--- config.mk ---
export PLATFORM = sky130hd
export DESIGN_NAME = led_cube_uart_scheduler
export DESIGN_NICKNAME = d
export VERILOG_FILES = /design/src/rtl/led_cube_pkg.sv /design/src/rtl/led_cube_uart_watchdog.sv /design/src/rtl/led_cube_uart_scheduler.sv
export SDC_FILE = /design/constraint.sdc
export NUM_CORES = 1
export LEC_CHECK = 0
export CORE_MARGIN = 4
export CORE_UTILIZATION = 42
export CTS_BUF_LIST = sky130_fd_sc_hd__clkbuf_8
export DETAILED_ROUTE_END_ITERATION = 16
export GPL_TIMING_DRIVEN = 0
export PLACE_DENSITY = 0.81
export SYNTH_ARGS = -nofsm -noshare
export SYNTH_HDL_FRONTEND = slang
export SYNTH_HIERARCHICAL = 1
export SYNTH_SLANG_ARGS = --single-unit
--- constraint.sdc ---
create_clock -name clock_sink_clk -period 2.22 [get_ports clock_sink_clk]
set_input_delay 0.333 -clock clock_sink_clk [delete_from_list [all_inputs] [get_ports clock_sink_clk]]
set_output_delay 0.333 -clock clock_sink_clk [all_outputs]
set_load 0.01 [all_outputs]
--- src/rtl/led_cube_pkg.sv ---
// Shared definitions for the LED cube UART scheduler.
//   sched_state_t   : scheduler FSM states
//   *_BIT           : UART status register bit positions
//   *_ADDR_DEF      : default Avalon word addresses of the UART registers
//   cnt_width()     : width of a counter that must hold 0..maxval (min 1 bit)
package led_cube_pkg;

    typedef enum logic [2:0] {
        S_GAP,
        S_POLL_REQ,
        S_POLL_WAIT,
        S_DECIDE,
        S_RX_REQ,
        S_RX_WAIT,
        S_TX_REQ
    } sched_state_t;

    localparam int unsigned RRDY_BIT = 7;
    localparam int unsigned TRDY_BIT = 6;
    localparam int unsigned TMT_BIT  = 5;

    localparam logic [4:0] STATUS_ADDR_DEF = 5'h08;
    localparam logic [4:0] RXDATA_ADDR_DEF = 5'h00;
    localparam logic [4:0] TXDATA_ADDR_DEF = 5'h04;

    function automatic int unsigned cnt_width(input int unsigned maxval);
        return (maxval > 0) ? $clog2(maxval + 1) : 1;
    endfunction

endpackage

--- src/rtl/led_cube_uart_watchdog.sv ---
// Transaction watchdog for the UART scheduler (used only when
// LED_CUBE_UART_SCHED_TIMEOUT_EN is defined).
//   i_clk, i_rst : clock, synchronous active-high reset
//   i_clear      : return the count to zero
//   i_enable     : count this cycle
//   o_expire     : high in the LIMIT-th enabled cycle since the last clear
module led_cube_uart_watchdog
    import led_cube_pkg::*;
#(
    parameter int unsigned LIMIT = 255
) (
    input  logic i_clk,
    input  logic i_rst,
    input  logic i_clear,
    input  logic i_enable,
    output logic o_expire
);

    localparam int unsigned CW = cnt_width(LIMIT);

    logic [CW-1:0] r_cnt;

    assign o_expire = i_enable && (r_cnt == CW'(LIMIT - 1));

    always_ff @(posedge i_clk) begin
        if (i_rst || i_clear) begin
            r_cnt <= '0;
        end else if (i_enable && !o_expire) begin
            r_cnt <= r_cnt + 1'b1;
        end
    end

endmodule

--- src/rtl/led_cube_uart_scheduler.sv ---
// Avalon-MM master sequencer for the LED cube UART: polls the status
// register, then reads rxdata (RRDY) or writes txdata (TRDY + tx_valid),
// arbitrating round-robin when both are possible.
// Optional feature macro: LED_CUBE_UART_SCHED_TIMEOUT_EN (transaction
// watchdog driving sched_err); without it sched_err is constant 0.
// Ports:
//   clock_sink_clk / reset_sink_reset : clock, synchronous active-high reset
//   avalon_master_*                   : Avalon-MM master toward the UART slave
//   tx_valid / tx_data / tx_ready     : upstream byte requester (tx_ready pulses)
//   rx_valid / rx_data                : received byte toward the cube driver
//   uart_status                       : last status word read
//   sched_err                         : sticky watchdog error
module led_cube_uart_scheduler
    import led_cube_pkg::*;
#(
    parameter logic [4:0]  STATUS_ADDR = STATUS_ADDR_DEF,
    parameter logic [4:0]  RXDATA_ADDR = RXDATA_ADDR_DEF,
    parameter logic [4:0]  TXDATA_ADDR = TXDATA_ADDR_DEF,
    parameter int unsigned POLL_GAP    = 4,
    parameter int unsigned TIMEOUT     = 255
) (
    input  logic        clock_sink_clk,
    input  logic        reset_sink_reset,
    output logic [4:0]  avalon_master_address,
    output logic        avalon_master_read,
    output logic        avalon_master_write,
    output logic [15:0] avalon_master_writedata,
    input  logic [15:0] avalon_master_readdata,
    input  logic        avalon_master_readdatavalid,
    input  logic        avalon_master_waitrequest,
    input  logic        tx_valid,
    input  logic [7:0]  tx_data,
    output logic        tx_ready,
    output logic        rx_valid,
    output logic [7:0]  rx_data,
    output logic [15:0] uart_status,
    output logic        sched_err
);

    localparam int unsigned   GW       = cnt_width(POLL_GAP);
    localparam logic [GW-1:0] GAP_LOAD = (POLL_GAP > 0) ? GW'(POLL_GAP - 1) : '0;
    // With no gap the loop skips GAP entirely to keep the period at POLL_GAP + 3.
    localparam sched_state_t  GAP_EXIT = (POLL_GAP > 0) ? S_GAP : S_POLL_REQ;

    sched_state_t r_state;
    sched_state_t w_next;
    logic [GW-1:0] r_gap_cnt;
    logic [15:0]   r_status;
    logic [15:0]   r_wdata;
    logic [7:0]    r_rx_data;
    logic          r_rx_valid;
    logic          r_tx_ready;
    logic          r_last_tx;
    logic          w_rrdy;
    logic          w_tx_ok;
    logic          w_grant_rx;
    logic          w_grant_tx;
    logic          w_expire;

    assign w_rrdy  = r_status[RRDY_BIT];
    assign w_tx_ok = r_status[TRDY_BIT] & tx_valid;
    // On a tie the side not granted last wins; r_last_tx resets to 1 so RX wins first.
    assign w_grant_rx = w_rrdy  & (!w_tx_ok | r_last_tx);
    assign w_grant_tx = w_tx_ok & (!w_rrdy  | !r_last_tx);

`ifdef LED_CUBE_UART_SCHED_TIMEOUT_EN
    logic w_wd_en;
    logic r_err;

    assign w_wd_en = (r_state == S_POLL_REQ) || (r_state == S_POLL_WAIT) ||
                     (r_state == S_RX_REQ)   || (r_state == S_RX_WAIT)   ||
                     (r_state == S_TX_REQ);

    // Count spans a whole REQ+WAIT transaction; cleared in GAP/DECIDE.
    led_cube_uart_watchdog #(
        .LIMIT(TIMEOUT)
    ) u_watchdog (
        .i_clk    (clock_sink_clk),
        .i_rst    (reset_sink_reset),
        .i_clear  (!w_wd_en),
        .i_enable (w_wd_en),
        .o_expire (w_expire)
    );

    always_ff @(posedge clock_sink_clk) begin
        if (reset_sink_reset) begin
            r_err <= 1'b0;
        end else if (w_expire) begin
            r_err <= 1'b1;
        end
    end

    assign sched_err = r_err;
`else
    logic w_unused_timeout;
    assign w_unused_timeout = (TIMEOUT == 0);
    assign w_expire  = 1'b0;
    assign sched_err = 1'b0;
`endif

    // State register
    always_ff @(posedge clock_sink_clk) begin
        if (reset_sink_reset) begin
            r_state <= S_GAP;
        end else begin
            r_state <= w_next;
        end
    end

    // Next-state logic
    always_comb begin
        w_next = r_state;
        case (r_state)
            S_GAP:       if (r_gap_cnt == '0) w_next = S_POLL_REQ;
            S_POLL_REQ:  if (!avalon_master_waitrequest) w_next = S_POLL_WAIT;
            S_POLL_WAIT: if (avalon_master_readdatavalid) w_next = S_DECIDE;
            S_DECIDE: begin
                if (w_grant_rx)      w_next = S_RX_REQ;
                else if (w_grant_tx) w_next = S_TX_REQ;
                else                 w_next = GAP_EXIT;
            end
            S_RX_REQ:    if (!avalon_master_waitrequest) w_next = S_RX_WAIT;
            S_RX_WAIT:   if (avalon_master_readdatavalid) w_next = GAP_EXIT;
            S_TX_REQ:    if (!avalon_master_waitrequest) w_next = GAP_EXIT;
            default:     w_next = S_GAP;
        endcase
        if (w_expire) begin
            w_next = S_GAP;
        end
    end

    // Avalon command outputs, decoded from the registered state
    always_comb begin
        avalon_master_read    = 1'b0;
        avalon_master_write   = 1'b0;
        avalon_master_address = STATUS_ADDR;
        case (r_state)
            S_POLL_REQ: avalon_master_read = 1'b1;
            S_RX_REQ: begin
                avalon_master_read    = 1'b1;
                avalon_master_address = RXDATA_ADDR;
            end
            S_TX_REQ: begin
                avalon_master_write   = 1'b1;
                avalon_master_address = TXDATA_ADDR;
            end
            default: ;
        endcase
    end

    // Gap counter, arbitration pointer and data registers
    always_ff @(posedge clock_sink_clk) begin
        if (reset_sink_reset) begin
            r_gap_cnt  <= '0;
            r_status   <= '0;
            r_wdata    <= '0;
            r_rx_data  <= '0;
            r_rx_valid <= 1'b0;
            r_tx_ready <= 1'b0;
            r_last_tx  <= 1'b1;
        end else begin
            r_rx_valid <= 1'b0;
            r_tx_ready <= 1'b0;

            if (w_next == S_GAP && r_state != S_GAP) begin
                r_gap_cnt <= GAP_LOAD;
            end else if (r_state == S_GAP && r_gap_cnt != '0) begin
                r_gap_cnt <= r_gap_cnt - 1'b1;
            end

            if (r_state == S_POLL_WAIT && avalon_master_readdatavalid && !w_expire) begin
                r_status <= avalon_master_readdata;
            end

            if (r_state == S_DECIDE) begin
                if (w_grant_rx) begin
                    r_last_tx <= 1'b0;
                end else if (w_grant_tx) begin
                    r_last_tx <= 1'b1;
                    r_wdata   <= {8'h00, tx_data};
                end
            end

            if (r_state == S_RX_WAIT && avalon_master_readdatavalid && !w_expire) begin
                r_rx_data  <= avalon_master_readdata[7:0];
                r_rx_valid <= 1'b1;
            end

            if (r_state == S_TX_REQ && !avalon_master_waitrequest && !w_expire) begin
                r_tx_ready <= 1'b1;
            end
        end
    end

    assign avalon_master_writedata = r_wdata;
    assign rx_data     = r_rx_data;
    assign rx_valid    = r_rx_valid;
    assign tx_ready    = r_tx_ready;
    assign uart_status = r_status;

endmodule

==> impl_metrics.env <==
export IMPL_slowest_delay_ns=0.53
export IMPL_pwr_share_clk_pct=28.5
export IMPL_synth_compound_area_share_pct=12.6
export IMPL_hold_path_class="input port to flip-flop"
export IMPL_cts_tree="done"
export IMPL_min_period_ns=2.08
export IMPL_crit_path_max_fanout=9
export IMPL_postCtsSetupBuffers=0
export IMPL_fin_util_pct=64.6
export IMPL_rr_startpoint="r_gap_cnt[0]"
export IMPL_comb_power_share_pct=25.7
export IMPL_hold_viol=0
export IMPL_hpwl_um=3060
export IMPL_place_ws_ns=0.0299
export IMPL_area_delta_synth_final_pct=49.3
export IMPL_io_pins=79
export IMPL_drc=0
export IMPL_synthMuxAreaShare_pct=5.21
export IMPL_drv_slew=0
export IMPL_synthSimpleGateAreaFrac_pct=23.0
export IMPL_grt_usage_pct=16.1
export IMPL_setup_slack_ns=0.145
export IMPL_die_w_um=72.2
export IMPL_core_mm2=0.00400
export IMPL_clockRootBuffer="clkbuf_8"
export IMPL_cp_arrival_ns=1.74
export IMPL_p_leak_nw=1.02
export IMPL_synth_xor_xnor_area_share_pct=0.507
export IMPL_fin_crit_sh_pct=93.5
export IMPL_drt_wl_total_um=4070
export IMPL_avgSynthCellArea_um2=8.23
export IMPL_async_flop_share_pct=0
export IMPL_switching_power_w=0.000516
export IMPL_yosysTopAreaCell="dfxtp_1"
export IMPL_ys_seq_area_share_pct=47.5
export IMPL_yosys_warnings=6
export IMPL_synth_common_cells="51 x nand2_1, 41 x dfxtp_1, 30 x a21oi_1"
export IMPL_max_cap_violations=0
export IMPL_grt_pass1_wl_um=6530
export IMPL_startpoint_type="flip-flop"
export IMPL_grt_max_degree=14
export IMPL_switching_share_pct=28.7
export IMPL_gp_congestion=0.916
export IMPL_grt_pass1_vias=1492
export IMPL_portBuffers=65
export IMPL_cts_buffer_depth=2
export IMPL_cts_sinks=41
export IMPL_clk_pin_slew_ns=0.08
export IMPL_power_density_mw_per_mm2=696
export IMPL_synth_fa_ha_area_share_pct=1.45
export IMPL_synth_most_common_cell="nand2_1"
export IMPL_antenna_found_initial=0
export IMPL_crit_path_cell_trace="nor2b_1 -> o21ba_2 -> clkdlybuf4s50_1"
export IMPL_ant_nets=0
export IMPL_setup_viol=0
export IMPL_synth_edf_count=0
export IMPL_post_cts_resized=0
export IMPL_max_freq_mhz=482
export IMPL_fin_nets=324
export IMPL_cp_end_kind="primary output"
export IMPL_synth_cell_types=33
export IMPL_synth_top_family_by_area="simple AND/OR/NAND/NOR gates"
export IMPL_drt_iter0_markers=63
export IMPL_ir_drop_v=0.000450
export IMPL_num_rows=23
export IMPL_ys_ff_latch=41
export IMPL_seqPwrFrac_pct=45.8
export IMPL_cts_buffers=5
export IMPL_htreeDepth=2
export IMPL_fin_skew_ns=0.00468
export IMPL_critical_path_class="flip-flop to primary output"
export IMPL_path_buf_inv=1
export IMPL_grt_overflow=0
export IMPL_initial_utilization_pct=43.2
export IMPL_wl_per_cell_um=11.8
export IMPL_clkLatencyLatePin_ns=0.29
export IMPL_p_int_w=0.00128
export IMPL_die_height_um=72.2
export IMPL_num_vias=1599
export IMPL_crit_start="r_state[0]"
export IMPL_num_antenna_cells=0
export IMPL_fill_cells=365
export IMPL_synth_area_mm2=0.00173
export IMPL_crit_slowest_cell="clkdlybuf4s50_1"
export IMPL_holdBufCountCts=0
export IMPL_dieArea_mm2=0.00521
export IMPL_final_setup_tns_ns=0
export IMPL_drive_gt1_share_pct=9.52
export IMPL_yosys_top_cells_area="dfxtp_1 47%, nand2_1 11%, a21oi_1 8.7%, mux2i_1 5.2%, buf_4 5.2%"
export IMPL_synthFlopType="dfxtp_1"
export IMPL_hold_start="reset_sink_reset"
export IMPL_drt_pass1_iterations=4
export IMPL_cp_data_required_time_ns=1.89
export IMPL_via_per_inst=4.65
export IMPL_crit_family="buffers and inverters"
export IMPL_rsz0062_at_grt="no"
export IMPL_status="finished clean"
export IMPL_finalPower_w=0.00180
export IMPL_synth_top_area_share_pct=47.5
export IMPL_synth_cells=210
==> logic make-up (layout without fill, tap and decap cells) <==
kind of cell,Yosys count,after routing
and+or+nand+nor,87,87
DFF,41,41
muxes,9,9
adders and majority gates,2,2
buffers and inverters,29,102
other,1,12
AOI/OAI and AO/OA,40,40
xor gates and xnor gates,1,1
==> cells in the final DEF, fill, tap and decap left out, drive strengths merged <==
master / Yosys / routed
nor2: 14 / 14
a31oi: 1 / 1
inv: 5 / 5
nand2b: 1 / 1
clkbuf: 7 / 13
clkinv: 0 / 2
clkdlybuf4s50: 0 / 65
mux2i: 9 / 9
xnor2: 1 / 1
o22ai: 1 / 1
a21oi: 30 / 30
nand3: 2 / 2
a211oi: 1 / 1
nor2b: 9 / 9
nor4bb: 1 / 1
o21ba: 1 / 1
o21ai: 4 / 4
a211o: 1 / 1
dfxtp: 41 / 41
ha: 2 / 2
or4b: 1 / 1
buf: 17 / 17
or3: 1 / 1
conb: 1 / 12
o2bb2ai: 1 / 1
or4: 1 / 1
nand2: 51 / 51
nor3b: 1 / 1
and3: 1 / 1
and2: 3 / 3
nand3b: 1 / 1
==> worst reg2reg max path, stage by stage, from the launching register on <==
cell and delay, ns:
dfxtp_1 0.31, inv_1 0.07, ha_1 0.20, nor2b_1 0.13, or4_4 0.45, or3_1 0.32, a21oi_1 0.13, and2_1 0.13
==> state kept, by name (all words and copies together), names as in the netlist <==
signal,cells
uart_status,16
avalon_master_writedata,8
rx_data,8
r_gap_cnt,3
r_state,3
r_last_tx,1
rx_valid,1
tx_ready,1
==> cell type report <==
class	count	area [um2]	area share (%)
inverter	5	18.8	0.727
buffer	24	146	5.67
tap	50	62.6	2.42
timing repair buffer	65	651	25.2
sequential	41	821	31.8
clock inverter	2	13.8	0.533
multi-input combinational	151	787	30.5
clock buffer	6	82.6	3.20
==> power by group through the flow <==
stage	Combinational, W	Clock, W	Sequential, W
5_1_grt	0.000524	0.000558	0.000832
2_1_floorplan	0.000306	0	0.000839
6_report	0.000462	0.000512	0.000824
3_3_place_gp	0.000455	0	0.000837
3_5_place_dp	0.000466	0	0.000839
4_1_cts	0.000467	0.000529	0.000823
==> worst paths after layout <==
| kind | to | slack, ns | depth (start not counted) |
|---|---|---|---|
| worst max-delay path | avalon_master_read | 0.14 | 3 |
| worst min-delay path | r_gap_cnt[2] | 0.44 | 3 |
| worst max register to register | r_gap_cnt[2] | 0.43 | 7 |
| worst min register to register | uart_status[10] | 0.46 | 2 |
==> through the flow <==
stage / hold WS [ns] / std cells / instance area, um2
floorplan: 0.409 / 221 / 1770
global placement: 0.441 / 336 / 2480
detailed placement: 0.447 / 336 / 2480
CTS: 0.430 / 344 / 2580
global route: 0.479 / 344 / 2580
finish: 0.436 / 344 / 2580
==> routing by layer <==
| metal | vias to the layer above | track usage (%) | share of wire, % |
|---|---|---|---|
| met5 | - | 0 | 0 |
| met4 | 0 | 8.98 | 2.4 |
| met3 | 9 | 6.51 | 10 |
| met2 | 65 | 25.8 | 46 |
| met1 | 699 | 18.1 | 41 |
| li1 | 826 | - | - |
(Power assumes the default switching activity.)
